**src/rtl/arm_control_unit_if.sv**
```systemverilog
// Control/status bundle between the ARM-subset datapath and its control unit.
// Instruction fields, live ALU flags and run-control requests flow in; decoded controls flow out.
// Optional RETIRE_COUNT_EN adds the retired-instruction counter to the bundle.
interface arm_control_unit_if;
   // datapath / debugger -> control unit
   logic [3:0]  cond;
   logic [1:0]  op;
   logic [5:0]  funct;
   logic [3:0]  rd;
   logic [3:0]  alu_flags;
   logic        halt_req;
   logic        resume;
   logic        step;
   // control unit -> datapath
   logic        pc_src;
   logic        mem_to_reg;
   logic        mem_write;
   logic        alu_src;
   logic        imm_src;
   logic        reg_write;
   logic        shift;
   logic        reg_src;
   logic [2:0]  alu_control;
   logic        pc_en;
   logic [3:0]  flags;
   logic        halted;
`ifdef RETIRE_COUNT_EN
   logic [31:0] retired_count;
`endif

   // datapath side
   modport master (
      output cond, op, funct, rd, alu_flags, halt_req, resume, step,
      input  pc_src, mem_to_reg, mem_write, alu_src, imm_src, reg_write,
             shift, reg_src, alu_control, pc_en, flags, halted
`ifdef RETIRE_COUNT_EN
      , input retired_count
`endif
   );

   // control unit side
   modport slave (
      input  cond, op, funct, rd, alu_flags, halt_req, resume, step,
      output pc_src, mem_to_reg, mem_write, alu_src, imm_src, reg_write,
             shift, reg_src, alu_control, pc_en, flags, halted
`ifdef RETIRE_COUNT_EN
      , output retired_count
`endif
   );
endinterface

```
**src/rtl/arm_control_unit.sv**
```systemverilog
// Decoder, NZCV flags register and run FSM (HOLD/RUN/HALT/STEP) for the single-cycle ARM-subset datapath.
// Latency: decode and strobes are combinational; flags and run state update on the next rising edge.
// No backpressure: halt/resume/step requests are sampled every cycle; optional RETIRE_COUNT_EN adds a retire counter.
module arm_control_unit #(
   parameter int HOLD_CYCLES  = 2,
   parameter int START_HALTED = 0
) (
   input  logic                 clk,
   input  logic                 rst_n,
   arm_control_unit_if.slave    bus
);

   typedef enum logic [1:0] {S_HOLD, S_RUN, S_HALT, S_STEP} state_t;

   localparam logic [3:0] HOLD_INIT = 4'(HOLD_CYCLES - 1);
   localparam logic [3:0] COND_HALT = 4'b1111;

   localparam logic [3:0] CMD_AND = 4'b0000;
   localparam logic [3:0] CMD_SUB = 4'b0010;
   localparam logic [3:0] CMD_ADD = 4'b0100;
   localparam logic [3:0] CMD_CMP = 4'b1010;
   localparam logic [3:0] CMD_ORR = 4'b1100;
   localparam logic [3:0] CMD_MOV = 4'b1101;

   localparam logic [2:0] ALU_ADD = 3'b000;
   localparam logic [2:0] ALU_SUB = 3'b001;
   localparam logic [2:0] ALU_AND = 3'b010;
   localparam logic [2:0] ALU_ORR = 3'b011;

   state_t      state, state_nxt;
   logic [3:0]  hold_cnt;
   logic        exec;
   logic        cond_ex;
   logic [3:0]  flags_q;

   // raw decode results before conditional/run gating
   logic        dec_reg_write;
   logic        dec_mem_write;
   logic        dec_branch;
   logic        dec_flag_wr;
   logic        dec_mem_to_reg;
   logic        dec_alu_src;
   logic        dec_imm_src;
   logic        dec_shift;
   logic        dec_reg_src;
   logic [2:0]  dec_alu_control;
   logic        dec_pc_src;

   logic [3:0]  cmd;
   logic        s_bit;
   logic        n_f, z_f, c_f, v_f;

   assign cmd   = bus.funct[4:1];
   assign s_bit = bus.funct[0];
   assign {n_f, z_f, c_f, v_f} = flags_q;

   // Instruction decode: datapath controls from Op/Funct, independent of run state and condition.
   always_comb begin
      dec_reg_write   = 1'b0;
      dec_mem_write   = 1'b0;
      dec_branch      = 1'b0;
      dec_flag_wr     = 1'b0;
      dec_mem_to_reg  = 1'b0;
      dec_alu_src     = 1'b0;
      dec_imm_src     = 1'b0;
      dec_shift       = 1'b0;
      dec_reg_src     = 1'b0;
      dec_alu_control = ALU_ADD;
      case (bus.op)
         2'b00: begin
            dec_alu_src = bus.funct[5];
            dec_imm_src = bus.funct[5];
            case (cmd)
               CMD_ADD: begin dec_alu_control = ALU_ADD; dec_reg_write = 1'b1; dec_flag_wr = s_bit; end
               CMD_SUB: begin dec_alu_control = ALU_SUB; dec_reg_write = 1'b1; dec_flag_wr = s_bit; end
               CMD_AND: begin dec_alu_control = ALU_AND; dec_reg_write = 1'b1; dec_flag_wr = s_bit; end
               CMD_ORR: begin dec_alu_control = ALU_ORR; dec_reg_write = 1'b1; dec_flag_wr = s_bit; end
               // compare: subtract for flags only, S bit irrelevant
               CMD_CMP: begin dec_alu_control = ALU_SUB; dec_flag_wr = 1'b1; end
               // move: operand routed around the ALU through the shifter path
               CMD_MOV: begin dec_shift = 1'b1; dec_reg_write = 1'b1; dec_flag_wr = s_bit; end
               default: ;
            endcase
         end
         2'b01: begin
            dec_alu_src    = 1'b1;
            dec_reg_src    = 1'b1;
            dec_mem_to_reg = s_bit;
            dec_reg_write  = s_bit;
            dec_mem_write  = ~s_bit;
         end
         2'b10: begin
            dec_alu_src = 1'b1;
            dec_imm_src = 1'b1;
            dec_branch  = 1'b1;
         end
         default: ;
      endcase
      dec_pc_src = dec_branch | (dec_reg_write & (bus.rd == 4'b1111));
   end

   // Condition check against the architectural (registered) flags; 1111 is the halt encoding.
   always_comb begin
      cond_ex = 1'b0;
      case (bus.cond)
         4'b0000: cond_ex = z_f;
         4'b0001: cond_ex = ~z_f;
         4'b0010: cond_ex = c_f;
         4'b0011: cond_ex = ~c_f;
         4'b0100: cond_ex = n_f;
         4'b0101: cond_ex = ~n_f;
         4'b0110: cond_ex = v_f;
         4'b0111: cond_ex = ~v_f;
         4'b1000: cond_ex = c_f & ~z_f;
         4'b1001: cond_ex = ~c_f | z_f;
         4'b1010: cond_ex = (n_f == v_f);
         4'b1011: cond_ex = (n_f != v_f);
         4'b1100: cond_ex = ~z_f & (n_f == v_f);
         4'b1101: cond_ex = z_f | (n_f != v_f);
         4'b1110: cond_ex = 1'b1;
         default: cond_ex = 1'b0;
      endcase
   end

   // Run state register and post-reset hold countdown.
   always_ff @(posedge clk or negedge rst_n) begin
      if (!rst_n) begin
         state    <= S_HOLD;
         hold_cnt <= HOLD_INIT;
      end else begin
         state <= state_nxt;
         if (state == S_HOLD && hold_cnt != 4'd0)
            hold_cnt <= hold_cnt - 4'd1;
      end
   end

   // Run state transitions; in HALT a held halt request outranks resume, which outranks step.
   always_comb begin
      state_nxt = state;
      case (state)
         S_HOLD: if (hold_cnt == 4'd0) state_nxt = (START_HALTED != 0) ? S_HALT : S_RUN;
         S_RUN:  if (bus.halt_req || bus.cond == COND_HALT) state_nxt = S_HALT;
         S_HALT: begin
            if (bus.halt_req)    state_nxt = S_HALT;
            else if (bus.resume) state_nxt = S_RUN;
            else if (bus.step)   state_nxt = S_STEP;
         end
         S_STEP: state_nxt = S_HALT;
         default: state_nxt = S_HOLD;
      endcase
   end

   // Run state outputs: the instruction on the pins executes only in RUN (unless this cycle halts) or STEP.
   always_comb begin
      exec       = 1'b0;
      bus.halted = 1'b0;
      case (state)
         S_RUN:  exec = ~(bus.halt_req | (bus.cond == COND_HALT));
         S_STEP: exec = 1'b1;
         S_HALT: bus.halted = 1'b1;
         default: ;
      endcase
   end

   // Architectural NZCV: loads only for executed, condition-passing flag-setting data-processing ops.
   always_ff @(posedge clk or negedge rst_n) begin
      if (!rst_n)
         flags_q <= 4'b0000;
      else if (exec && cond_ex && dec_flag_wr)
         flags_q <= bus.alu_flags;
   end

`ifdef RETIRE_COUNT_EN
   logic [31:0] retired_q;

   // Retired-instruction counter; free-running wrap at 2^32.
   always_ff @(posedge clk or negedge rst_n) begin
      if (!rst_n)
         retired_q <= 32'd0;
      else if (exec && cond_ex)
         retired_q <= retired_q + 32'd1;
   end

   assign bus.retired_count = retired_q;
`endif

   // State-changing strobes drop combinationally with exec so reset or halt never leaks a write.
   assign bus.reg_write   = dec_reg_write & cond_ex & exec;
   assign bus.mem_write   = dec_mem_write & cond_ex & exec;
   assign bus.pc_src      = dec_pc_src    & cond_ex & exec;
   assign bus.mem_to_reg  = dec_mem_to_reg;
   assign bus.alu_src     = dec_alu_src;
   assign bus.imm_src     = dec_imm_src;
   assign bus.shift       = dec_shift;
   assign bus.reg_src     = dec_reg_src;
   assign bus.alu_control = dec_alu_control;
   assign bus.pc_en       = exec;
   assign bus.flags       = flags_q;

endmodule

```
**src/flat_wrapper.sv**
```systemverilog
// flat-port wrapper written by rule: the top's interface ports become plain ports
module arm_control_unit_flat 
#(
   parameter int HOLD_CYCLES  = 2,
   parameter int START_HALTED = 0
)
  (clk, rst_n, bus_cond, bus_op, bus_funct, bus_rd, bus_alu_flags, bus_halt_req, bus_resume, bus_step, bus_pc_src, bus_mem_to_reg, bus_mem_write, bus_alu_src, bus_imm_src, bus_reg_write, bus_shift, bus_reg_src, bus_alu_control, bus_pc_en, bus_flags, bus_halted);
  arm_control_unit_if bus_i ();
  input  logic clk;
  input  logic rst_n;
  input wire logic [$bits(bus_i.cond)-1:0] bus_cond;
  input wire logic [$bits(bus_i.op)-1:0] bus_op;
  input wire logic [$bits(bus_i.funct)-1:0] bus_funct;
  input wire logic [$bits(bus_i.rd)-1:0] bus_rd;
  input wire logic [$bits(bus_i.alu_flags)-1:0] bus_alu_flags;
  input wire logic [$bits(bus_i.halt_req)-1:0] bus_halt_req;
  input wire logic [$bits(bus_i.resume)-1:0] bus_resume;
  input wire logic [$bits(bus_i.step)-1:0] bus_step;
  output wire logic [$bits(bus_i.pc_src)-1:0] bus_pc_src;
  output wire logic [$bits(bus_i.mem_to_reg)-1:0] bus_mem_to_reg;
  output wire logic [$bits(bus_i.mem_write)-1:0] bus_mem_write;
  output wire logic [$bits(bus_i.alu_src)-1:0] bus_alu_src;
  output wire logic [$bits(bus_i.imm_src)-1:0] bus_imm_src;
  output wire logic [$bits(bus_i.reg_write)-1:0] bus_reg_write;
  output wire logic [$bits(bus_i.shift)-1:0] bus_shift;
  output wire logic [$bits(bus_i.reg_src)-1:0] bus_reg_src;
  output wire logic [$bits(bus_i.alu_control)-1:0] bus_alu_control;
  output wire logic [$bits(bus_i.pc_en)-1:0] bus_pc_en;
  output wire logic [$bits(bus_i.flags)-1:0] bus_flags;
  output wire logic [$bits(bus_i.halted)-1:0] bus_halted;
  assign bus_i.cond = bus_cond;
  assign bus_i.op = bus_op;
  assign bus_i.funct = bus_funct;
  assign bus_i.rd = bus_rd;
  assign bus_i.alu_flags = bus_alu_flags;
  assign bus_i.halt_req = bus_halt_req;
  assign bus_i.resume = bus_resume;
  assign bus_i.step = bus_step;
  assign bus_pc_src = bus_i.pc_src;
  assign bus_mem_to_reg = bus_i.mem_to_reg;
  assign bus_mem_write = bus_i.mem_write;
  assign bus_alu_src = bus_i.alu_src;
  assign bus_imm_src = bus_i.imm_src;
  assign bus_reg_write = bus_i.reg_write;
  assign bus_shift = bus_i.shift;
  assign bus_reg_src = bus_i.reg_src;
  assign bus_alu_control = bus_i.alu_control;
  assign bus_pc_en = bus_i.pc_en;
  assign bus_flags = bus_i.flags;
  assign bus_halted = bus_i.halted;
  arm_control_unit #(.HOLD_CYCLES(HOLD_CYCLES), .START_HALTED(START_HALTED)) u_core (.clk(clk), .rst_n(rst_n), .bus(bus_i));
endmodule
```
**config.mk**
```make
export PLATFORM = sky130hd
export DESIGN_NAME = arm_control_unit_flat
export DESIGN_NICKNAME = d
export VERILOG_FILES = /design/src/rtl/arm_control_unit_if.sv /design/src/rtl/arm_control_unit.sv /design/src/flat_wrapper.sv
export SDC_FILE = /design/constraint.sdc
export NUM_CORES = 1
export LEC_CHECK = 0
export ABC_AREA = 0
export BUFFER_PORTS_ARGS = -buffer_cell sky130_fd_sc_hd__buf_2
export CORE_MARGIN = 1.5
export CORE_UTILIZATION = 35
export DETAILED_ROUTE_END_ITERATION = 10
export PLACE_DENSITY = 0.74
export SLEW_MARGIN = 20
export SYNTH_ARGS = -nofsm -noshare
export SYNTH_HDL_FRONTEND = slang
export SYNTH_SLANG_ARGS = --single-unit
```
**constraint.sdc**
```tcl
create_clock -name clk -period 3.15 [get_ports clk]
set_input_delay 0.315 -clock clk [delete_from_list [all_inputs] [get_ports clk]]
set_output_delay 0.315 -clock clk [all_outputs]
set_load 0.03 [all_outputs]
```
==> impl_metrics.env <==
export IMPL_hpwl_um=1650
export IMPL_startpoint_type="flip-flop"
export IMPL_hp_class="in -> reg"
export IMPL_yosysTopAreaCell="dfrtp_1"
export IMPL_syn_inst=109
export IMPL_clock_sinks=10
export IMPL_first_global_vias=796
export IMPL_p_per_area_nw_per_um2=522
export IMPL_seq_area_frac_synth_pct=27.8
export IMPL_hold_viol_final=0
export IMPL_coreArea_um2=2450
export IMPL_ant_nets=0
export IMPL_post_cts_buffers=0
export IMPL_max_freq_mhz=389
export IMPL_die_h_um=53.8
export IMPL_post_route_min_period_ns=2.57
export IMPL_final_common_cell="buf_2"
export IMPL_ys_ff_latch=10
export IMPL_die_area_um2=2900
export IMPL_status="completed"
export IMPL_globalRoute_totalOverflow=0
export IMPL_diodes=0
export IMPL_synthTopCellsByArea="dfrtp_1 (25%), ha_1 (6.9%), mux2_1 (6.2%)"
export IMPL_initial_core_util_pct=36.9
export IMPL_final_nets=181
export IMPL_seq_area_um2=251
export IMPL_h_tree_depth=1
export IMPL_max_slew_worst_pin_slew_ns=0.583
export IMPL_drt_pass1_iterations=4
export IMPL_drcViolationCount=0
export IMPL_place_congestion=0.856
export IMPL_via_per_inst=5.13
export IMPL_critPathArrivalTime_ns=2.26
export IMPL_drt_wl_total_um=1970
export IMPL_finalNonFillerCells=180
export IMPL_grt_max_degree=14
export IMPL_synth_edf_count=0
export IMPL_setup_violations=0
export IMPL_drv_cap=0
export IMPL_worstSetupPathType="reg -> out"
export IMPL_first_iter_violations=9
export IMPL_leakagePower_uw=0.000578
export IMPL_grt_pass1_wl_um=3040
export IMPL_cts_tree="yes"
export IMPL_peakVddDrop_mv=0.355
export IMPL_critPathRequiredTime_ns=2.83
export IMPL_final_setup_tns_ns=0
export IMPL_die_width_um=53.8
export IMPL_final_cell_mix="buf_2 (40), nor2_1 (11), nand2_1 (11)"
export IMPL_critical_path_peak_fanout=5
export IMPL_holdWs_ns=0.251
export IMPL_track_usage_pct=13.9
export IMPL_clk_path_buf_depth=2
export IMPL_maxSlewViolCount=0
export IMPL_core_rowCount=18
export IMPL_synth_top_area_share_pct=24.9
export IMPL_num_io_pins=42
export IMPL_synth_area_um2=905
export IMPL_avgSynthCellArea_um2=8.30
export IMPL_end_kind="output pin"
export IMPL_async_flop_share_pct=100
export IMPL_antenna_found_initial=0
export IMPL_cts_buffers=3
export IMPL_root_buffer="clkbuf_4"
export IMPL_portBuffers=40
export IMPL_path_clk_slew_ns=0.07
export IMPL_fillerInstances=260
export IMPL_ys_flop_type="dfrtp_1"
export IMPL_syn2layout_area_growth_pct=28.6
export IMPL_rsz0062_at_grt="false"
export IMPL_synth_warning_count=0
export IMPL_vias=923
export IMPL_min_period_over_period_pct=81.7
export IMPL_multi_input_area_um2=598
export IMPL_wl_per_cell_um=10.9
export IMPL_place_inst=175
export IMPL_drive_gt1_share_pct=30.7
export IMPL_worstSkewPairLatency_ns=0.26
export IMPL_slew_limit_headroom_pct=60.8
export IMPL_syn_nets=139
export IMPL_synth_distinct_cells=40
export IMPL_finalClockSkew_ns=0.00336
-- Yosys cell counts (3+ instances only) --
master / count
a21oi_1: 5
nand3_1: 3
nand2b_1: 3
dfrtp_1: 9
mux2i_1: 3
ha_1: 5
nor3_1: 3
xnor2_1: 4
nor2_1: 11
inv_1: 8
nand2_1: 11
mux2_1: 5
a21boi_0: 3
o21ai_0: 6
-- final timing paths --
check / slack [ns] / depth (start not counted) / from / end
worst max-delay path: 0.58 / 6 / u_core.bus.flags[0]$_DFFE_PN0P_ / bus_mem_write
worst min-delay path: 0.25 / 2 / bus_resume / u_core.state[1]$_DFFE_PN0P_
worst max register to register: 0.87 / 5 / u_core.bus.flags[0]$_DFFE_PN0P_ / u_core.bus.flags[3]$_DFFE_PN0P_
worst min register to register: 0.50 / 1 / u_core.hold_cnt[3]$_DFFE_PN0P_ / u_core.hold_cnt[3]$_DFFE_PN0P_
max in group asynchronous: 2.47 / 2 / rst_n / u_core.hold_cnt[0]$_DFFE_PN1P_
min in group asynchronous: 0.43 / 2 / rst_n / u_core.hold_cnt[1]$_DFFE_PN0P_
-- sequential cells by signal (all words and copies together), names as in the netlist --
name              count
u_core.hold_cnt       4
u_core.state          2
u_core.bus.flags      4
-- metal layers --
| metal | track usage (%) | wire length (um) |
|---|---|---|
| met3 | 1.39 | 117 |
| met2 | 25.2 | 1020 |
| met5 | 0 | 0 |
| met1 | 15.9 | 827 |
| met4 | 6.84 | 0 |
-- logic make-up after synthesis --
group                      synth area share, %
DFF                                       27.8
adders and majority gates                 6.92
buffers and inverters                     6.09
other                                    0.415
AOI/OAI and AO/OA                         20.7
xor gates and xnor gates                  4.84
and+or+nand+nor                           23.7
muxes                                     9.54
-- where the power goes --
| group | internal, uW | switching, uW |
|---|---|---|
| logic | 108 | 186 |
| registers | 160 | 39.6 |
| clock network | 70.1 | 43.2 |
-- critical path: stages (launching register included) --
cell	delay [ns]
dfrtp_1	0.42
xnor2_1	0.28
mux2_1	0.36
a311o_1	0.31
a31oi_1	0.27
and3_1	0.18
buf_2	0.19
-- what timing repair did --
action,CTS,global route
resized for setup,0,0
hold buffers,1,0
hold endpoints to repair,9,0
-- metrics by stage --
step | instance area (um2) | setup WS [ns] | util, % | power (uW)
6_report | 1160 | 0.576 | 47.4 | 608
3_5_place_dp | 1120 | 0.843 | 45.5 | 498
5_1_grt | 1160 | 0.435 | 47.4 | 653
3_3_place_gp | 1120 | 0.879 | 45.5 | 490
2_1_floorplan | 905 | 0.701 | - | 411
4_1_cts | 1160 | 0.558 | 47.4 | 616
-- final cells by class --
type | count | share of cell area (%)
tap | 30 | 3.23
inverter | 8 | 2.58
clock buffer | 4 | 3.12
sequential | 10 | 21.6
timing repair buffer | 41 | 18.1
multi-input combinational | 87 | 51.4
Note: power is estimated with default switching activity, not from simulation.
